### src/rtl/peak_sched.sv
// peak_sched: forwards whole FFT frames into peak_detect only when it is idle and the decimation slot is due.
// Define PEAK_SCHED_STATS_EN to add saturating drop/error/timeout counters.
module peak_sched #(
  parameter int WIDTH   = 16,
  parameter int NBINS   = 4096,
  parameter int NPEAKS  = 4,
  parameter int DECIM   = 1,
  parameter int TIMEOUT = 1024
) (
  input  logic             clk,
  input  logic             reset,
  input  logic             fft_valid,
  input  logic             fft_sop,
  input  logic             fft_eop,
  input  logic [WIDTH-1:0] fft_mag,
  input  logic [15:0]      fft_phase,
  output logic             pd_sink_valid,
  output logic             pd_sink_sop,
  output logic             pd_sink_eop,
  output logic [WIDTH-1:0] pd_sink_mag,
  output logic [15:0]      pd_sink_phase,
  input  logic             pd_valid,
  input  logic             pd_eop,
  output logic             busy,
  output logic             frame_done,
  output logic             frame_drop,
  output logic             frame_err,
  output logic             timeout
`ifdef PEAK_SCHED_STATS_EN
  ,
  output logic [15:0]      drop_cnt,
  output logic [15:0]      err_cnt,
  output logic [15:0]      tmo_cnt
`endif
);

  localparam int DW = (DECIM > 1) ? $clog2(DECIM) : 1;
  localparam int BW = (NBINS > 1) ? $clog2(NBINS) : 1;
  localparam int TW = (TIMEOUT > 1) ? $clog2(TIMEOUT) : 1;
  localparam logic [BW-1:0] BCNT_LAST = BW'(NBINS - 1);
  localparam logic [DW-1:0] DCNT_LAST = DW'(DECIM - 1);
  localparam logic [TW-1:0] TCNT_LAST = TW'(TIMEOUT - 1);
  // A detector configured for zero records never signals completion.
  localparam bit DETECTOR_REPORTS = (NPEAKS > 0);

  typedef enum logic [1:0] {S_IDLE, S_PASS, S_SKIP, S_WAIT} state_t;

  state_t        state_reg, state_next;
  logic [DW-1:0] dcnt_reg, dcnt_next, dcnt_inc;
  logic [BW-1:0] bcnt_reg, bcnt_next, bcnt_inc;
  logic [TW-1:0] tcnt_reg, tcnt_next;
  logic          fwd_valid, fwd_sop, fwd_eop;
  logic          done_next, drop_next, err_next, tmo_next;
  logic          sop_beat, eop_beat, pd_complete;

  always_comb begin
    sop_beat    = fft_valid && fft_sop;
    eop_beat    = fft_valid && fft_eop;
    pd_complete = pd_valid && pd_eop && DETECTOR_REPORTS;
    dcnt_inc    = (dcnt_reg == DCNT_LAST) ? '0 : dcnt_reg + 1'b1;
    bcnt_inc    = (bcnt_reg == '1) ? bcnt_reg : bcnt_reg + 1'b1;

    state_next = state_reg;
    dcnt_next  = dcnt_reg;
    bcnt_next  = bcnt_reg;
    tcnt_next  = '0;
    fwd_valid  = 1'b0;
    fwd_sop    = 1'b0;
    fwd_eop    = 1'b0;
    done_next  = 1'b0;
    drop_next  = 1'b0;
    err_next   = 1'b0;
    tmo_next   = 1'b0;

    case (state_reg)
      S_IDLE, S_SKIP: begin
        // SKIP resynchronises on any sop exactly like IDLE.
        if (sop_beat) begin
          dcnt_next = dcnt_inc;
          if (dcnt_reg == '0) begin
            fwd_valid  = 1'b1;
            fwd_sop    = 1'b1;
            fwd_eop    = fft_eop;
            bcnt_next  = '0;
            state_next = fft_eop ? S_WAIT : S_PASS;
          end else begin
            state_next = fft_eop ? S_IDLE : S_SKIP;
          end
        end else if (state_reg == S_SKIP && eop_beat) begin
          state_next = S_IDLE;
        end
      end
      S_PASS: begin
        if (fft_valid) begin
          fwd_valid = 1'b1;
          if (fft_sop && !fft_eop) begin
            // Truncate the detector's frame with an eop so it resets cleanly.
            fwd_eop    = 1'b1;
            err_next   = 1'b1;
            drop_next  = 1'b1;
            state_next = S_IDLE;
          end else begin
            fwd_sop   = fft_sop;
            fwd_eop   = fft_eop;
            bcnt_next = bcnt_inc;
            if (fft_eop) begin
              state_next = S_WAIT;
              err_next   = (bcnt_inc != BCNT_LAST);
            end
          end
        end
      end
      S_WAIT: begin
        tcnt_next = tcnt_reg + 1'b1;
        drop_next = sop_beat;
        if (pd_complete) begin
          done_next  = 1'b1;
          state_next = S_IDLE;
        end else if (tcnt_reg == TCNT_LAST) begin
          tmo_next   = 1'b1;
          state_next = S_IDLE;
        end
      end
      default: state_next = S_IDLE;
    endcase
  end

  always_ff @(posedge clk) begin
    if (reset) begin
      state_reg     <= S_IDLE;
      dcnt_reg      <= '0;
      bcnt_reg      <= '0;
      tcnt_reg      <= '0;
      pd_sink_valid <= 1'b0;
      pd_sink_sop   <= 1'b0;
      pd_sink_eop   <= 1'b0;
      pd_sink_mag   <= '0;
      pd_sink_phase <= '0;
      busy          <= 1'b0;
      frame_done    <= 1'b0;
      frame_drop    <= 1'b0;
      frame_err     <= 1'b0;
      timeout       <= 1'b0;
    end else begin
      state_reg     <= state_next;
      dcnt_reg      <= dcnt_next;
      bcnt_reg      <= bcnt_next;
      tcnt_reg      <= tcnt_next;
      pd_sink_valid <= fwd_valid;
      pd_sink_sop   <= fwd_sop;
      pd_sink_eop   <= fwd_eop;
      pd_sink_mag   <= fft_mag;
      pd_sink_phase <= fft_phase;
      busy          <= (state_next == S_PASS) || (state_next == S_WAIT);
      frame_done    <= done_next;
      frame_drop    <= drop_next;
      frame_err     <= err_next;
      timeout       <= tmo_next;
    end
  end

`ifdef PEAK_SCHED_STATS_EN
  always_ff @(posedge clk) begin
    if (reset) begin
      drop_cnt <= '0;
      err_cnt  <= '0;
      tmo_cnt  <= '0;
    end else begin
      if (drop_next && drop_cnt != 16'hFFFF) drop_cnt <= drop_cnt + 16'd1;
      if (err_next && err_cnt != 16'hFFFF)   err_cnt  <= err_cnt + 16'd1;
      if (tmo_next && tmo_cnt != 16'hFFFF)   tmo_cnt  <= tmo_cnt + 16'd1;
    end
  end
`endif

endmodule

### config.mk
export PLATFORM = sky130hd
export DESIGN_NAME = peak_sched
export DESIGN_NICKNAME = d
export VERILOG_FILES = /design/src/rtl/peak_sched.sv
export SDC_FILE = /design/constraint.sdc
export NUM_CORES = 1
export LEC_CHECK = 0
export CAP_MARGIN = 5
export CORE_ASPECT_RATIO = 0.7
export CORE_UTILIZATION = 46
export DETAILED_ROUTE_END_ITERATION = 7
export PLACE_DENSITY = 0.8
export SYNTH_ARGS = -nofsm -noshare
export SYNTH_HDL_FRONTEND = slang
export SYNTH_SLANG_ARGS = --single-unit
### constraint.sdc
create_clock -name clk -period 2.5 [get_ports clk]
set_input_delay 0.5 -clock clk [delete_from_list [all_inputs] [get_ports clk]]
set_output_delay 0.5 -clock clk [all_outputs]
set_load 0.1 [all_outputs]
==> impl_metrics.tcl, run 1 <==
set metrics [dict create \
    grt_overflow 0 \
    drcViolationCount 0 \
    p_sw_uw 668.6 \
    use_met3_pct 8.213 \
    finalWirelength_um 5046 \
    final_util_pct 68.15 \
    htree_num_levels 3 \
    cts.clk_slew.worst_paths_ns 0.06 \
    ys_seq_elements 64 \
    die_w_um 89.76 \
    whs_endpoint "tcnt_reg[0]" \
    drive_gt1_share_pct 19.48 \
    min_path_type "reg -> reg" \
    syn_area_um2 2480 \
    crit_type "reg -> reg" \
    die_area_um2 5693 \
    status "completed" \
    antenna-diode-count 0 \
    yosys_warnings 0 \
    clkLatencyLatePin_ns 0.33 \
    synth_nets 304 \
    use_met1_pct 25.98 \
    fin_skew_ns 0.007445 \
    busiest_layer "met2" \
    cp_data_required_time_ns 2.72 \
    worstHoldPathCells 1 \
    grt_first_pass_wirelength_um 8707 \
    rsz0062_at_grt "false" \
    comb_power_share_pct 17.5 \
    clock-sinks 64 \
    setup_tns_ns 0 \
    routed_via_density 4.920 \
    rr_worst_depth 6 \
    fmax_mhz 476.4 \
    max_slew_margin_pct 68.56 \
    firstDrtPassIters 5 \
    start_util_pct 49.94 \
    critical_path_arrival_ns 2.32 \
    setup_viol 0 \
    synth_ff_type "dfxtp_1" \
    synthCells 263 \
    hp-start "tcnt_reg[0]" \
    ant_nets 0 \
    wl_per_cell_um 12.22 \
    r2r_slack_ns 0.40 \
    cts_made_buffers 9 \
    drv_cap 0 \
    rows 21 \
    p_seq_share_pct 44.9 \
    first_iter_violations 169 \
    r2r_start "bcnt_reg[0]" \
    vias 2032 \
    tritoncts "built" \
    fin_crit_ns 2.099 \
    gp_congestion 0.8637 \
    power_density_nw_per_um2 702.8 \
    p_int_mw 1.710 \
    hold_violations 0 \
    report.final.slew_viol_count 0 \
    clockPowerShare_pct 37.6 \
    die_h_um 63.43 \
    core_um2 4966 \
    syn_avg_cell_area_um2 9.429 \
    root_buffer "clkbuf_8" \
    ys_async_sr_fraction_pct 0 \
    io_buffers 78 \
    ir_drop_uv 370.1 \
    syn_to_final_growth_pct 36.48 \
    startpoint_type "register" \
    yosysSeqAreaShare_pct 51.66 \
    cp_max_fo 8 \
    worstMarginPinSlew_ns 0.4701 \
    cts_hold_buffers 0 \
    gr-usage-met2_pct 27.50 \
    grt_max_degree 45 \
    synthDistinctLibCells 44 \
    synth_edf_count 0 \
    nets 381 \
    grt.total_usage_pct 19.54 \
    antenna_found_initial 0 \
    total_power_mw 2.379 \
    swShare_pct 28.11 \
    io_pins 79 \
    dp_hpwl_um 3639 \
    cts_buffer_depth 2 \
    leakagePower_nw 1.333 \
    cts_resized 0 \
    grt_pass1_vias 1851 \
    fin_ws_ns 0.4010 \
    cts_setup_buffers 0 \
    r2r_end "frame_err" \
    end_kind "register" \
    min_period_over_period_pct 83.96 \
    place_ws_ns 0.3901 \
]
critical path, stage by stage (launching register included):
cell and delay [ns]:
dfxtp_1 0.45, ha_1 0.39, nand2_1 0.17, or3_1 0.35, a221oi_2 0.25, o211ai_1 0.12
o31a_1 0.25
layer usage:
layer  vias up  part of all wire, %
met4         0                  1.5
met5         -                    0
met3         8                  8.3
met1       884                   49
li1       1058                    -
met2        82                   41
stage by stage:
stage / hold slack, ns / cell area (um^2) / instances
4_1_cts: 0.4534 / 3385 / 413
2_1_floorplan: 0.4179 / 2480 / 263
3_3_place_gp: 0.4332 / 3179 / 398
6_report: 0.4538 / 3385 / 413
5_1_grt: 0.4848 / 3385 / 413
3_5_place_dp: 0.4442 / 3179 / 398
area by class of cell:
type | instances | area, um^2
Sequential cell | 64 | 1281
Clock inverter | 3 | 40.04
Inverter | 6 | 22.52
Multi-Input combinational cell | 177 | 1079
Fill cell | 384 | 1582
Tap cell | 69 | 86.33
Timing Repair Buffer | 82 | 710.7
Clock buffer | 12 | 165.2
power by group through the flow:
stage / combinational (mW) / clock [mW] / sequential (mW)
after global placement: 0.416 / 0 / 1.09
after CTS: 0.419 / 0.919 / 1.07
final: 0.417 / 0.894 / 1.07
after detailed placement: 0.418 / 0 / 1.09
after floorplan: 0.0681 / 0 / 1.32
after global routing: 0.436 / 0.975 / 1.07
how the worst max path moves through the flow:
stage,endpoint,cells after the start,from,slack (ns)
CTS,frame_err,6,bcnt_reg[0],0.46
detailed placement,bcnt_reg[2],6,fft_sop,0.39
global placement,bcnt_reg[3],6,fft_sop,0.45
floorplan,frame_err,7,bcnt_reg[0],0.72
finish,frame_err,6,bcnt_reg[0],0.40
global route,bcnt_reg[0],6,bcnt_reg[0],0.27
synth_stat cells, types with 4 or more instances:
library cell	instances	area, um^2
dfxtp_1	64	1281
nor2b_1	33	206.5
nor2_1	24	90.09
o21ai_0	16	80.08
a21oi_1	15	75.07
nand2_1	11	41.29
a31oi_1	7	43.79
clkbuf_1	7	26.28
inv_1	6	22.52
nand3_1	6	30.03
and3_1	5	31.28
nor3_1	5	25.02
xor2_1	5	43.79
a311oi_1	4	35.03
xnor2_1	4	35.03
placed cells by master, fill, tap and decap left out, types with 6 or more instances in the layout:
cell type and n:
nor2_1 24, a31oi_1 7, nor2b_1 33, nand3_1 6, dfxtp_1 64, clkdlybuf4s50_1 38, inv_1 6, clkbuf_8 12
a21oi_1 15, buf_4 44, nand2_1 11, o21ai_0 16
kinds of logic after synthesis:
| kind of cell | Yosys count | share of synthesized area, % |
|---|---|---|
| AOI/OAI and AO/OA | 58 | 14.48 |
| adders and majority gates | 2 | 1.009 |
| DFF | 64 | 51.67 |
| xor gates and xnor gates | 9 | 3.178 |
| buffers and inverters | 22 | 4.843 |
| and+or+nand+nor | 108 | 24.82 |
(Power assumes the default switching activity.)
==> run 2, diff against run 1 <==
CORE_UTILIZATION = 41   (was 46)
PLACE_DENSITY = 0.75   (was 0.8)
clock period = 1.7 ns   (was 2.5 ns; I/O delays follow)
==> run 2 against run 1 <==
Critical path type unchanged. Utilization is 2.5 points higher. Clock power is 31% higher. Non-clock buffer count is 21 higher. Register-to-register slack worse by 0.37 ns. Largest cell class is now non-clock buffers. Final cell count is 6.8% higher. Critical path depth stayed put.
==> impl_metrics.tcl, run 2 (same netlist as run 1, synthesis figures left out) <==
set metrics [dict create \
    report.final.slew_viol_count 0 \
    rsz0062_at_grt "true" \
    io_pins 79 \
    critPathBufInv 0 \
    status "completed" \
    drv_cap 0 \
    grt_max_degree 33 \
    grt.total_usage_pct 21.75 \
    dp_hpwl_um 4646 \
    min_path_type "reg -> reg" \
    core_um2 5784 \
    place_ws_ns -0.1141 \
    crit_type "reg -> reg" \
    cp_data_required_time_ns 1.92 \
    leakagePower_nw 1.581 \
    cp_max_fo 7 \
    first_iter_violations 157 \
    grt_overflow 0 \
    die_h_um 67.07 \
    cts_buffer_depth 2 \
    start_util_pct 42.87 \
    crit_path_max_incr_delay_ns 0.35 \
    regArea_um2 1287 \
    drcViolationCount 0 \
    vias 2250 \
    wl_per_cell_um 14.00 \
    finalWirelength_um 6174 \
    antenna_found_initial 0 \
    htree_num_levels 3 \
    ant_nets 0 \
    power_density_nw_per_um2 859.5 \
    cts.clk_slew.worst_paths_ns 0.07 \
    path_cells "ha_4 > nand2_2 > or3_4 > a221oi_2 > o211ai_1 > o31a_1" \
    max_slew_margin_pct 77.46 \
    cts_made_buffers 9 \
    firstDrtPassIters 5 \
    routed_via_density 5.102 \
    ir_drop_uv 657.4 \
    tritoncts "built" \
    multi_input_comb_area_um2 1129 \
    antenna-diode-count 0 \
    critical_path_arrival_ns 1.89 \
    end_kind "register" \
    fmax_mhz 598.4 \
    grt_pass1_vias 2276 \
    final_cell_mix "dfxtp_1, buf_12, clkdlybuf4s50_1" \
    die_area_um2 6369 \
    grt_first_pass_wirelength_um 10210 \
    io_buffers 78 \
    fin_crit_ns 1.671 \
    root_buffer "clkbuf_8" \
    die_w_um 94.96 \
    clkLatencyLatePin_ns 0.33 \
    fin_ws_ns 0.02874 \
    worstMarginPinSlew_ns 0.3370 \
    finalHoldWorstSlack_ns 0.4557 \
    gp_congestion 0.9733 \
    startpoint_type "register" \
    min_period_over_period_pct 98.31 \
    clock-sinks 64 \
    setup_viol 0 \
    slowest_stage "dfxtp_2" \
    fillers 414 \
    fin_skew_ns 0.007601 \
    cts_hold_buffers 0 \
    nets 402 \
    syn_to_final_growth_pct 64.73 \
    cp_top_family "compound AO/OA/AOI/OAI gates" \
    drive_gt1_share_pct 27.32 \
    final_common_cell "dfxtp_1" \
    rows 23 \
    r2r_slack_ns 0.03 \
    hold_violations 0 \
]
-- run 2: where the power goes --
part	leakage [nW]	switching, mW	internal [mW]	total (mW)
clock network	0.0992	0.527	0.641	1.17
logic	0.953	0.445	0.303	0.749
registers	0.528	0.0422	1.55	1.59
total	1.58	1.01	2.50	3.51
-- run 2: path summary, 6_finish.rpt --
| check | from | end | cells past startpoint |
|---|---|---|---|
| worst max register to register | bcnt_reg[1] | frame_err | 6 |
| worst max-delay path | bcnt_reg[1] | frame_err | 6 |
| worst min-delay path | tcnt_reg[0] | tcnt_reg[0] | 1 |
| worst min register to register | tcnt_reg[0] | tcnt_reg[0] | 1 |
-- run 2: layout make-up --
cell class              instances  share of cell area [%]
well taps                      75                   2.297
repair buffers                103                   33.51
flip-flops and latches         64                   31.52
clock inverters                 3                  0.3675
clock buffers                  13                   4.135
multi-input cells             177                   27.63
inverters                       6                  0.5513
-- run 2: what timing repair did --
| action | 4_1_cts | 5_1_grt |
|---|---|---|
| pin swaps | 0 | 5 |
| resized for setup | 4 | 9 |
| setup buffers | 0 | 1 |
| endpoints found under the setup margin | 5 | 7 |
-- run 2: metal layers --
metal,up-vias,global-route usage (%),wire (um)
met4,0,8.523,90
met3,10,9.361,553
met5,-,0,0
met1,1036,25.78,2681
met2,100,34.71,2849
li1,1104,-,-
-- run 2: per-stage QoR --
step / utilization [%] / std cells / instance area, um^2 / power (mW) / TNS, ns
floorplan: - / 263 / 2485 / 2.037 / 0
finish: 70.63 / 441 / 4085 / 3.511 / 0
global placement: 66.39 / 424 / 3840 / 2.366 / -0.2065
CTS: 69.91 / 440 / 4044 / 3.563 / 0
global route: 70.63 / 441 / 4085 / 3.661 / -0.1169
detailed placement: 66.39 / 424 / 3840 / 2.376 / -0.5595
==> run 3, diff against run 2 <==
PLACE_DENSITY = 0.73   (was 0.75)
SETUP_SLACK_MARGIN = 0.1   (was default)
==> run 3 against run 2 <==
Non-clock buffer count stayed put. Final cell count is 0.45% lower. Register-to-register slack worse by 0.02 ns. Power is 3.3% higher.
==> impl_metrics.tcl, run 3 (same netlist as run 1, synthesis figures left out) <==
set metrics [dict create \
    wl_per_cell_um 13.66 \
    max_slew_margin_pct 77.87 \
    place_area_um2 3862 \
    htree_num_levels 3 \
    cts_buffer_depth 2 \
    fmax_mhz 589.9 \
    total_power_mw 3.628 \
    clock-sinks 64 \
    syn_to_final_growth_pct 66.70 \
    drcViolationCount 0 \
    rsz0062_at_grt "true" \
    hp-start "tcnt_reg[0]" \
    setup_viol 0 \
    io_pins 79 \
    power_density_nw_per_um2 877.6 \
    gp_congestion 0.9015 \
    grt_pass1_vias 2114 \
    ir_drop_uv 574.8 \
    firstDrtPassIters 5 \
    nets 402 \
    report.final.slew_viol_count 0 \
    core_um2 5784 \
    r2r_start "bcnt_reg[1]" \
    grt_overflow 0 \
    die_w_um 94.96 \
    clkLatencyLatePin_ns 0.34 \
    grt.total_usage_pct 21.15 \
    cts.clk_slew.worst_paths_ns 0.06 \
    tritoncts "built" \
    io_buffers 78 \
    root_buffer "clkbuf_8" \
    antenna_found_initial 0 \
    first_iter_violations 158 \
    min_path_type "reg -> reg" \
    crit_type "reg -> reg" \
    finalWirelength_um 5996 \
    ant_nets 0 \
    fin_area_um2 4134 \
    status "completed" \
    start_util_pct 42.87 \
    worstMarginPinSlew_ns 0.3309 \
    die_h_um 67.07 \
    final_common_cell "dfxtp_1" \
    drive_gt1_share_pct 28.30 \
    startpoint_type "register" \
    cts_made_buffers 9 \
    worstHoldPathCells 1 \
    dp_hpwl_um 4438 \
    drv_cap 0 \
    grt_first_pass_wirelength_um 10010 \
    final_cell_mix "dfxtp_1, buf_12, clkdlybuf4s50_1" \
    r2r_slack_ns 0.005 \
    rows 23 \
    r2r_end "frame_err" \
    vias 2177 \
    fin_crit_ns 1.695 \
    fin_skew_ns 0.005599 \
    antenna-diode-count 0 \
    rr_worst_depth 6 \
    min_period_over_period_pct 99.71 \
    end_kind "register" \
    critical_path_arrival_ns 1.92 \
    cp_max_fo 6 \
    whs_endpoint "tcnt_reg[0]" \
    leakagePower_nw 1.587 \
    hold_violations 0 \
    cp_data_required_time_ns 1.93 \
    die_area_um2 6369 \
    routed_via_density 4.959 \
    grt_max_degree 45 \
]
[run 3: cell count changes in the layout (fill, tap and decap cells not counted), moves of 2 or more]
cell and delta:
dfxtp_1 -4, dfxtp_2 +3, buf_4 -2, clkinv_2 -2
[run 3: power by group]
group          total (mW)  switching [mW]  leakage [nW]  internal, mW
Clock                1.28           0.541        0.0973         0.738
Sequential           1.59          0.0415         0.530          1.55
Combinational       0.757           0.447         0.960         0.309
Total                3.63            1.03          1.59          2.60
[run 3: final cells by class]
class / count / area, um^2
Tap cell: 75 / 93.84
Fill cell: 399 / 1650
Clock buffer: 11 / 151.4
Inverter: 6 / 22.52
Multi-Input combinational cell: 177 / 1144
Timing Repair Buffer: 103 / 1385
Clock inverter: 3 / 42.54
Sequential cell: 64 / 1295
[run 3: worst max path at each step]
stage / from / end / cells after the start
floorplan: bcnt_reg[1] / frame_err / 7
global placement: fft_eop / bcnt_reg[4] / 6
detailed placement: fft_eop / bcnt_reg[0] / 6
CTS: bcnt_reg[0] / frame_err / 6
global route: bcnt_reg[0] / frame_err / 6
finish: bcnt_reg[1] / frame_err / 6
[run 3: critical path, stage by stage (launching register included)]
cell and delay [ns]:
dfxtp_2 0.36, ha_4 0.18, nand2_2 0.06, or3_1 0.32, a221oi_2 0.30, o211ai_1 0.12, o31a_1 0.24
[run 3: routing by layer]
metal	part of all wire (%)	global-route usage, %
met5	0	0
met2	47	33.72
met1	43	25.82
met3	8.9	9.932
met4	0.85	4.924
[run 3: repair_timing]
action                                 CTS  global route
buffers inserted                         2             0
cloned                                   0             0
resized for setup                        2            15
pin swaps                                3             6
setup endpoints to repair                3            10
hold buffers                             0             0
endpoints found under the hold margin    0             0
[run 3: per-stage QoR]
stage / TNS, ns / hold WS [ns] / setup slack, ns / instances / util (%)
final: 0 / 0.4527 / 0.004939 / 439 / 71.47
after global routing: -0.04407 / 0.4901 / -0.04407 / 439 / 71.47
after CTS: 0 / 0.4542 / 0.02083 / 439 / 70.58
after detailed placement: -1.073 / 0.4423 / -0.1225 / 423 / 66.77
after global placement: -0.5564 / 0.4325 / -0.09098 / 423 / 66.77
after floorplan: 0 / 0.4179 / 0.06279 / 263 / -
